### src/rtl/key_pkg.sv
// key_pkg: shared constants for the push-button front end.
//   KEY_CNT_MAX_DEF  - debounce stable time in cycles (20 ms at 50 MHz)
//   KEY_LONG_MAX_DEF - long-press hold time in cycles (1 s at 50 MHz)
//   KEY_ACTIVE_LVL   - pin level that means "pressed"
//   key_lvl_e        - debounced key level
package key_pkg;

  localparam int unsigned KEY_CNT_MAX_DEF  = 1_000_000;
  localparam int unsigned KEY_LONG_MAX_DEF = 50_000_000;
  localparam logic        KEY_ACTIVE_LVL   = 1'b0;

  typedef enum logic {
    KEY_UP   = 1'b0,
    KEY_DOWN = 1'b1
  } key_lvl_e;

endpackage

### src/rtl/key_debounce_ch.sv
// key_debounce_ch: one key channel -- 2-flop synchroniser, counter debounce,
// registered press/release pulses and, with KEY_LONG_PRESS_EN defined, a
// hold counter producing a single long-press pulse.
// Ports:
//   clk_i      - clock, rising edge
//   rst_i      - asynchronous active-high reset
//   key_i      - raw pin (KEY_ACTIVE_LVL = pressed)
//   state_o    - debounced level, 1 = pressed
//   press_o    - 1-cycle pulse when state_o rises
//   release_o  - 1-cycle pulse when state_o falls
//   long_o     - 1-cycle long-press pulse (0 when KEY_LONG_PRESS_EN undefined)
module key_debounce_ch
  import key_pkg::*;
#(
  parameter int unsigned CNT_MAX  = KEY_CNT_MAX_DEF,
  parameter int unsigned CNT_W    = 20
`ifdef KEY_LONG_PRESS_EN
  ,
  parameter int unsigned LONG_MAX = KEY_LONG_MAX_DEF,
  parameter int unsigned LONG_W   = 26
`endif
) (
  input  logic clk_i,
  input  logic rst_i,
  input  logic key_i,
  output logic state_o,
  output logic press_o,
  output logic release_o,
  output logic long_o
);

  logic [1:0]       sync_q;
  logic             s_down;
  logic [CNT_W-1:0] cnt_q, cnt_d;
  key_lvl_e         state_q, state_d;
  logic             press_q, press_d;
  logic             release_q, release_d;

  // Synchroniser resets to the released pin level.
  always_ff @(posedge clk_i or posedge rst_i) begin
    if (rst_i) begin
      sync_q <= {2{~KEY_ACTIVE_LVL}};
    end else begin
      sync_q <= {sync_q[0], key_i};
    end
  end

  assign s_down = (sync_q[1] == KEY_ACTIVE_LVL);

  // Any cycle agreeing with the committed level clears the count, so only an
  // uninterrupted run of CNT_MAX disagreeing cycles commits a new level.
  always_comb begin
    cnt_d     = '0;
    state_d   = state_q;
    press_d   = 1'b0;
    release_d = 1'b0;
    if (s_down != (state_q == KEY_DOWN)) begin
      if (cnt_q == CNT_W'(CNT_MAX - 1)) begin
        state_d   = s_down ? KEY_DOWN : KEY_UP;
        press_d   = s_down;
        release_d = ~s_down;
      end else begin
        cnt_d = cnt_q + 1'b1;
      end
    end
  end

  always_ff @(posedge clk_i or posedge rst_i) begin
    if (rst_i) begin
      cnt_q     <= '0;
      state_q   <= KEY_UP;
      press_q   <= 1'b0;
      release_q <= 1'b0;
    end else begin
      cnt_q     <= cnt_d;
      state_q   <= state_d;
      press_q   <= press_d;
      release_q <= release_d;
    end
  end

  assign state_o   = (state_q == KEY_DOWN);
  assign press_o   = press_q;
  assign release_o = release_q;

`ifdef KEY_LONG_PRESS_EN
  logic [LONG_W-1:0] hold_q;
  logic              long_q;

  // Counter parks at LONG_MAX-1, so the pulse fires once per press.
  always_ff @(posedge clk_i or posedge rst_i) begin
    if (rst_i) begin
      hold_q <= '0;
      long_q <= 1'b0;
    end else begin
      long_q <= 1'b0;
      if (state_q == KEY_UP) begin
        hold_q <= '0;
      end else if (hold_q != LONG_W'(LONG_MAX - 1)) begin
        hold_q <= hold_q + 1'b1;
        long_q <= (hold_q == LONG_W'(LONG_MAX - 2));
      end
    end
  end

  assign long_o = long_q;
`else
  assign long_o = 1'b0;
`endif

endmodule

### src/rtl/key_debounce.sv
// key_debounce: push-button front end for KEY_NUM active-low pins.
// Optional long-press detection is built when KEY_LONG_PRESS_EN is defined.
// Ports:
//   sys_clk      - clock, rising edge
//   sys_rst      - asynchronous active-high reset
//   key          - raw pins, active-low
//   key_state    - debounced levels, active-high
//   key_press    - 1-cycle pulse per bit on 0->1 of key_state
//   key_release  - 1-cycle pulse per bit on 1->0 of key_state
//   key_long     - 1-cycle long-press pulse per bit (0 when compiled out)
module key_debounce
  import key_pkg::*;
#(
  parameter int unsigned KEY_NUM  = 2,
  parameter int unsigned CNT_MAX  = KEY_CNT_MAX_DEF,
  parameter int unsigned CNT_W    = 20,
  parameter int unsigned LONG_MAX = KEY_LONG_MAX_DEF,
  parameter int unsigned LONG_W   = 26
) (
  input  logic               sys_clk,
  input  logic               sys_rst,
  input  logic [KEY_NUM-1:0] key,
  output logic [KEY_NUM-1:0] key_state,
  output logic [KEY_NUM-1:0] key_press,
  output logic [KEY_NUM-1:0] key_release,
  output logic [KEY_NUM-1:0] key_long
);

  // Counters must be able to hold their terminal values.
  if ((CNT_MAX < 2) || (((64'(CNT_MAX) - 64'd1) >> CNT_W) != 64'd0)) begin : g_cnt_chk
    $error("key_debounce: CNT_W too narrow for CNT_MAX-1 or CNT_MAX < 2");
  end
  if ((LONG_MAX < 2) || (((64'(LONG_MAX) - 64'd1) >> LONG_W) != 64'd0)) begin : g_long_chk
    $error("key_debounce: LONG_W too narrow for LONG_MAX-1 or LONG_MAX < 2");
  end

  for (genvar i = 0; i < KEY_NUM; i++) begin : g_key
    key_debounce_ch #(
      .CNT_MAX  (CNT_MAX),
      .CNT_W    (CNT_W)
`ifdef KEY_LONG_PRESS_EN
      ,
      .LONG_MAX (LONG_MAX),
      .LONG_W   (LONG_W)
`endif
    ) u_ch (
      .clk_i     (sys_clk),
      .rst_i     (sys_rst),
      .key_i     (key[i]),
      .state_o   (key_state[i]),
      .press_o   (key_press[i]),
      .release_o (key_release[i]),
      .long_o    (key_long[i])
    );
  end

endmodule

### config.mk
export PLATFORM = sky130hd
export DESIGN_NAME = key_debounce
export DESIGN_NICKNAME = d
export VERILOG_FILES = /design/src/rtl/key_pkg.sv /design/src/rtl/key_debounce_ch.sv /design/src/rtl/key_debounce.sv
export SDC_FILE = /design/constraint.sdc
export NUM_CORES = 1
export LEC_CHECK = 0
export ABC_AREA = 1
export CAP_MARGIN = 30
export CORE_MARGIN = 2
export CORE_UTILIZATION = 54
export DETAILED_ROUTE_END_ITERATION = 8
export GPL_ROUTABILITY_DRIVEN = 0
export PLACE_DENSITY = 0.75
export SETUP_SLACK_MARGIN = 0.02
export SLEW_MARGIN = 20
export SYNTH_ARGS = -nofsm -noshare
export SYNTH_HDL_FRONTEND = slang
export SYNTH_HIERARCHICAL = 1
export SYNTH_SLANG_ARGS = --single-unit
### constraint.sdc
create_clock -name sys_clk -period 1.32 [get_ports sys_clk]
set_input_delay 0.198 -clock sys_clk [delete_from_list [all_inputs] [get_ports sys_clk]]
set_output_delay 0.198 -clock sys_clk [all_outputs]
set_load 0.05 [all_outputs]
Word level (Yosys, flattened, before mapping)
Cells that the tools add are included.
{"block": "classes", "muxes": 14, "n_reduce_logical": 2, "eq_ne": 4, "bitwise": 2, "n_addsub": 2}
{"op": "$mux W20", "count": 4}
{"op": "$add A20 B1 Y20 const B", "count": 2}
{"op": "$eq A20 B20 Y1 const B", "count": 2}
{"op": "$mux W1", "count": 10}
{"op": "$reduce_and A2 Y1", "count": 2}
{"op": "$ne A1 B1 Y1", "count": 2}
{"op": "$not A1 Y1", "count": 2}
{"block": "totals", "wordCells": 34, "input_bits": 4, "out_inout_bits": 8, "register_bits": 50}

Depth between registers and ports, before layout
{"block": "logic_depth", "depth_word": 3, "mapped_depth": 9, "ltp_nobuf": 9}

By module
Netlist, hierarchy kept.
{"mod": "key_debounce_ch", "n_inst": 2, "seq_area_each_um2": 628.1, "area_per_inst_um2": 1353.8, "cells_each": 165}

Worst setup path before layout
No wires, ideal clock.
{"block": "synth_path", "path_type": "flip-flop to flip-flop", "start": "register g_key[0].u_ch.state_q", "end": "register g_key[0].u_ch.cnt_q[5]", "setup_slack_ns": -0.116, "required_time_ns": 1.201, "synth_period_minus_slack_ns": 1.436, "setup_ns": 0.119, "n_path_buf": 0, "path_stages_with_launch": 6, "t_arrival_ns": 1.318, "path_cell_list": "dfrtp_1 -> nor2_1 -> nor2_2 -> inv_2 -> nand2_4 -> nor2_1"}
{"block": "synth_between", "elab_chain_cells": 2}
{"item": "start, declared", "line_no": "key_debounce_ch.sv:35", "source": "key_lvl_e state_q, state_d;"}
{"item": "start signal, assigned", "line_no": "key_debounce_ch.sv:76", "source": "state_q <= state_d;"}
{"item": "$ne A1 B1 Y1", "line_no": "key_debounce_ch.sv:57", "source": "if (s_down != (state_q == KEY_DOWN)) begin"}
{"item": "$mux W20", "line_no": "key_debounce_ch.sv:57"}
{"item": "via g_key[0].u_ch.cnt_d[5]", "line_no": "key_debounce_ch.sv:34", "source": "logic [CNT_W-1:0] cnt_q, cnt_d;"}
{"item": "end signal, assigned", "line_no": "key_debounce_ch.sv:75", "source": "cnt_q <= cnt_d;"}
{"item": "end, declared", "line_no": "key_debounce_ch.sv:34"}
The timed path passes the listed nets, and every way through them passes these cells.
A chain may end at the register's enable or synchronous reset.

Worst setup path in the final report
{"block": "layout_path", "start": "register g_key[1].u_ch.cnt_q[2]", "end": "register g_key[1].u_ch.cnt_q[9]"}
{"block": "layout_between", "elab_chain_cells": 3, "word_cells_on_any_way": 4, "classes_between": "add/sub (1); eq/ne (1); mux (2)"}
{"item": "start, declared", "line_no": "key_debounce_ch.sv:34"}
{"item": "start signal, assigned", "line_no": "key_debounce_ch.sv:75"}
{"item": "$add A20 B1 Y20 / $eq A20 B20 Y1 (equally long branches)", "line_no": "key_debounce_ch.sv:63, key_debounce_ch.sv:58"}
{"item": "$mux W20 (*)", "line_no": "key_debounce_ch.sv:58", "source": "if (cnt_q == CNT_W'(CNT_MAX - 1)) begin"}
{"item": "$mux W20 (*)", "line_no": "key_debounce_ch.sv:57"}
{"item": "via g_key[1].u_ch.cnt_d[9]", "line_no": "key_debounce_ch.sv:34"}
The timed path passes the listed nets; every way through them passes the cells marked *.

==> metrics.log <==
INFO  metric layout_min_cycle_time = about 1400 ps
INFO  metric timing.critical_path.from_type = register
INFO  metric run_status = complete, but fails checks
INFO  metric detail_route.drc_violations = 0
INFO  metric timing_hold_violations_final = 0
INFO  metric synth.avg_cell_area = a little over 8 um^2
INFO  metric cts.path.max_buffers = 2
INFO  metric worstPathArrival = 1570 ps
INFO  metric area_growth_syn_to_layout = 33.7%
INFO  metric vdd_drop_max = between 0.6 and 0.7 mV
INFO  metric die_area = between 5000 and 6000 um^2
INFO  metric cellLeakagePower = about 0.0015 uW
INFO  metric number_of_buffers_and_inverters_on_the_critical_path = 0
INFO  metric cts_buffers = 5
INFO  metric setup.worst_path.class = reg2reg
INFO  metric drv_cap = 0
INFO  metric syn-num-nets = 336
INFO  metric global_route_wire_length_before_repair = a little under 10,000 um
INFO  metric clock_latency = roughly 300 ps
INFO  metric rows = 25
INFO  metric async_s_r_ff_share_synth = 100%
INFO  metric num-nets-final = roughly 390
INFO  metric timing.hold.worst.class = in2async
INFO  metric gr_overflow_total = 0
INFO  metric initialDrtViolationCount = about 150
INFO  metric rsz_0062_raised_after_global_routing = yes
INFO  metric cts_tree = done
INFO  metric synth_edf_count = 0
INFO  metric place.port_buffers = 9
INFO  metric post-dp-hpwl = between 4000 and 5000 um
INFO  metric design_power_total = approximately 2700 uW
INFO  metric crit_path_max_fanout = 4
INFO  metric crit_path_max_incr_delay = about 420 ps
INFO  metric worst_ep_required_time = ~1500 ps
INFO  metric cts.root.buffer_cell = clkbuf_8
INFO  metric antenna_left = 0
INFO  metric synth.distinct_cells = 27
INFO  metric n_antenna_cell = 0
INFO  metric route.detailed.wl_per_inst = 14.8 um
INFO  metric die_height = approximately 75 um
INFO  metric leading_register_cell_type_out_of_synthesis = dfrtp_1
INFO  metric final_util = 75.6%
INFO  metric timing_max_transition_violations_final = 0
INFO  metric postLayoutSetupSlackWorst = -64.5 ps
INFO  metric pwr_density_cell = between 700 and 800 nW/um^2
INFO  metric finClkSkew = roughly 11 ps
INFO  metric start_util = 56.6%
INFO  metric drt_pre_antenna_iters = 4
INFO  metric grt_start_max_net_pins = 26
INFO  metric total_of_warnings_raised_by_yosys = 6
INFO  metric crit_slowest_cell = dfrtp_1
INFO  metric die_w = roughly 75 um
INFO  metric timing.critical_path.to_type = register
INFO  metric hold_slack = about 140 ps
INFO  metric tritoncts_num_sinks = 50
INFO  metric number_of_global_route_vias_before_repair = 2,257
INFO  metric synthTopCellsByCount = nor2_1 (72), nand2_1 (52), dfrtp_1 (46)
INFO  metric setup-violations-final = 19
INFO  metric yosys.area.top_type_share = a little over two fifths
INFO  metric clkSlewWorstSetupHoldPaths = ~90 ps
INFO  metric dr_total_vias = between 2,000 and 2,500
INFO  metric critPathTopFamily = simple AND/OR/NAND/NOR gates
INFO  metric critPathMostFrequentCell = nor2_4
INFO  metric drive_gt1_share = about two fifths
INFO  metric cts_h_tree_lvls = 2
INFO  metric routed_wirelength = 6670 um
INFO  metric cp_cell_sequence = nand2_1, nor2_4, nand2_4, nor2_4, xor2_1, nor2_1
INFO  metric synthMostInstantiatedCell = nor2_1
INFO  metric core_area = 4790 um^2
INFO  metric period_utilization = 105%
INFO  metric violations = negative setup slack
INFO  metric synthDominantAreaCellType = dfrtp_1
INFO  metric grt_antenna_before_repair = 0
INFO  metric synth_area_leaders = dfrtp_1 (43%), nor2_1 (10%), nand2_1 (7.2%)
INFO  metric synthCells = between 300 and 400
INFO  metric synthesis.area = approximately 2700 um^2
INFO  metric top_level_i_o_count = 12
INFO  metric ys_seq_elements = 50
INFO  metric cts_hold_repair.buffers = 0
INFO  metric num-fill-cells = about 330
INFO  metric fmax = between 0.7 and 0.8 GHz
INFO  metric ys_seq_area_share = a little under half
INFO  metric grt_use_total = between 20% and 30%
INFO  metric vias_per_cell = 5.26
placed cells by master, fill, tap and decap left out, drive strengths merged, types with 3 or more instances in the layout:
cell type | Yosys | routed
nor2 | 98 | 98
nand2 | 62 | 62
dfrtp | 46 | 46
buf | 2 | 43
inv | 36 | 36
nand3 | 24 | 25
xor2 | 14 | 14
nand4 | 8 | 8
nor3 | 8 | 8
o21ai | 8 | 8
clkbuf | 0 | 7
a21oi | 6 | 6
dfstp | 4 | 4
xnor2 | 4 | 4
nor3b | 4 | 4
clkdlybuf4s50 | 0 | 3
worst reg2reg max path, stage by stage, from the launching register on:
cell and delay, ps:
dfrtp_1 420, nand2_1 150, nor2_4 210, nand2_4 110
nor2_4 140, xor2_1 180, nor2_1 60
cells by family (layout without fill, tap and decap cells):
logic type      Yosys count  count (layout)  synth area share, %
simple gates            206             207                 38.4
buf+inv                  38              90                 5.55
compound gates           14              14                 2.59
flops                    50              50                 46.4
xor+xnor                 18              18                 5.82
fa+ha+maj                 2               2                0.924
other cells               2               2                0.277
stage by stage:
step,setup slack (ps),setup TNS [ps],instances,area [um^2]
2_1_floorplan,67.9,0,330,2720
6_report,-64.5,-419,450,3620
4_1_cts,-9.26,-24.3,431,3280
3_3_place_gp,-84.5,-759,420,3080
5_1_grt,-125,-2560,450,3620
3_5_place_dp,-88.8,-972,420,3080
state kept, by name (all words and copies together) (netlist names):
register,flops
g_key.u_ch/cnt_q,40
g_key.u_ch/sync_q,4
g_key.u_ch/press_o,2
g_key.u_ch/release_o,2
g_key.u_ch/state_o,2
cell type report:
cell class	instances	area [um^2]	share of cell area [%]
Timing Repair Buffer	46	464	12.8
Multi-Input combinational cell	243	1580	43.6
Sequential cell	50	1270	35.0
Clock buffer	7	86.3	2.39
Tap cell	67	83.8	2.32
Inverter	36	135	3.73
Clock inverter	1	5.00	0.138
path summary, 6_finish.rpt:
path / cells past startpoint / slack (ps) / to / start
setup reg to reg: 6 / -60 / g_key[1].u_ch/cnt_q[9]$_DFF_PP0_ / g_key[1].u_ch/cnt_q[2]$_DFF_PP0_
max in group asynchronous: 3 / 810 / g_key[1].u_ch/cnt_q[9]$_DFF_PP0_ / sys_rst
hold reg to reg: 0 / 360 / g_key[1].u_ch/sync_q[1]$_DFF_PP1_ / g_key[1].u_ch/sync_q[0]$_DFF_PP1_
setup / recovery: 6 / -60 / g_key[1].u_ch/cnt_q[9]$_DFF_PP0_ / g_key[1].u_ch/cnt_q[2]$_DFF_PP0_
hold / removal: 2 / 140 / g_key[1].u_ch/state_o$_DFFE_PP0P_ / sys_rst
min in group sys_clk: 1 / 310 / g_key[0].u_ch/sync_q[0]$_DFF_PP1_ / key[0]
layer usage:
| layer | vias to the layer above | part of all wire, % | GRT usage, % |
|---|---|---|---|
| met1 | 1133 | 37 | 26.2 |
| met5 | - | 0 | 0 |
| met4 | 0 | 5.6 | 12.9 |
| li1 | 1141 | - | - |
| met2 | 61 | 54 | 43.7 |
| met3 | 31 | 3.0 | 5.09 |
report_power, final:
group	total (uW)	internal [uW]	leakage (uW)	switching [uW]
combinational	197	74.6	0.000794	123
clock	901	423	0.0000482	477
sequential	1580	1560	0.000667	22.8
total	2680	2050	0.00151	623
timing repair:
action,4_1_cts,5_1_grt
cloned,1,0
pin swaps,9,21
resized for setup,18,50
buffers inserted,2,19
setup endpoints to repair,31,38
Note: power is estimated with default switching activity, not from simulation.
==> edit, RTL diff (same settings) <==
Add an input register stage for `key`, without a reset; this delays it by one clock.
--- a/src/rtl/key_debounce.sv
+++ b/src/rtl/key_debounce.sv
@@ -27,4 +27,10 @@
 );
 
+  logic [KEY_NUM-1:0] key_q;
+
+  always_ff @(posedge sys_clk) begin
+      key_q <= key;
+  end
+
   // Counters must be able to hold their terminal values.
   if ((CNT_MAX < 2) || (((64'(CNT_MAX) - 64'd1) >> CNT_W) != 64'd0)) begin : g_cnt_chk
@@ -47,5 +53,5 @@
       .clk_i     (sys_clk),
       .rst_i     (sys_rst),
-      .key_i     (key[i]),
+      .key_i     (key_q[i]),
       .state_o   (key_state[i]),
       .press_o   (key_press[i]),
Function: no difference found for any inputs over 10 cycles, from zero or initial values and one cycle with sys_rst high; that may be too few to reach the edited logic, so the function may still have changed.
==> edit against the original RTL <==
The flow still finishes with violations (negative setup slack). Design area up 2.5%. Sequential cell count up 2. Worst setup slack worse by 0.020 ns. Wire length down 3.3%. Synthesized area up 1.5%. Total power up 4.1%. Sequential power up 4%. Critical endpoint is now g_key[0].u_ch/cnt_q[18]. Largest power group unchanged.
==> edit: results (changes against the original RTL) <==
| Metric | Value |
|---|---|
| Layout cell share with drive strength beyond 1 | `0.4153 (was 0.3812)` |
| Failing checks | `negative setup slack (unchanged)` |
| Final worst slack | `-0.08419 ns (was -0.06451 ns)` |
| Grt met2 use | `0.3923 (was 0.4366)` |
| Vias | `2,319 (was 2,366)` |
| Mapped Nets | `338 (was 336)` |
| Final Setup Violations | `21 (was 19)` |
| Synth Area in XOR/XNOR | `0.05738 (was 0.05823)` |
| Pleak | `1.526 nW (was 1.509 nW)` |
| Met1 usage | `0.2852 (was 0.2622)` |
| Nonclk buf count | `38 (was 46)` |
| Post-CTS setup buffers | `5 (was 2)` |
| Met3 Resource Use GR | `0.03836 (was 0.05087)` |
| Vias in the first global route | `2,162 (was 2,257)` |
| Synth Area in Compound Gates | `0.02550 (was 0.02588)` |
| Sw power | `0.6588 mW (was 0.6228 mW)` |
| Combinational Power | `0.205 mW (was 0.197 mW)` |
| Seq/Total Area, Yosys | `0.4718 (was 0.4640)` |
| Status | `complete, but fails checks (unchanged)` |
| VDD IR max | `0.7353 mV (was 0.6331 mV)` |
| WL met1 | `2607 µm (was 2485 µm)` |
| Top post-synthesis cells by area | `dfrtp_1 (42%), nor2_1 (9.8%), nand2_1 (7.1%), nor2_2 (4.6%), xor2_1 (4.5%) (was dfrtp_1 (43%), nor2_1 (10%), nand2_1 (7.2%), nor2_2 (4.6%), xor2_1 (4.5%))` |
| Adder-cell share of the synthesized area | `0.009107 (was 0.009242)` |
| Avg Cell Area, Syn | `8.276 µm² (was 8.205 µm²)` |
| DP Wirelength | `4074 µm (was 4148 µm)` |
| Nets | `383 (was 388)` |
| Multi-input gate count | `244 (was 243)` |
| Initial DRC Count | `194 (was 147)` |
| Clock network area share | `0.02530 (was 0.02523)` |
| Seq_cells | `52 (was 50)` |
| Critical Path AT | `1.65 ns (was 1.57 ns)` |
| GRT Resource Usage Total | `0.2272 (was 0.2406)` |
-- edit: stage by stage --
stage	setup TNS [ns]	hold slack (ns)	instance area (µm²)	worst slack, ns
CTS	-0.01141	0.1303	3311	-0.007509
finish	-1.023	0.1362	3710	-0.08419
global placement	-0.05159	0.2878	3097	-0.02535
detailed placement	-0.4553	0.2887	3097	-0.03823
floorplan	0	0.2238	2760	0.06791
global route	-3.220	0.1732	3710	-0.1414
-- edit: path summary, 6_finish.rpt --
check	endpoint	slack [ns]	cells after the start
worst max-delay path	g_key[0].u_ch/cnt_q[18]	-0.08	9
worst min-delay path	g_key[1].u_ch/state_o	0.14	2
worst max register to register	g_key[0].u_ch/cnt_q[18]	-0.08	9
worst min register to register	g_key[0].u_ch/sync_q[0]	0.30	0
max in group asynchronous	g_key[1].u_ch/cnt_q[1]	0.76	3
min in group sys_clk	g_key[0].u_ch/sync_q[0]	0.30	0
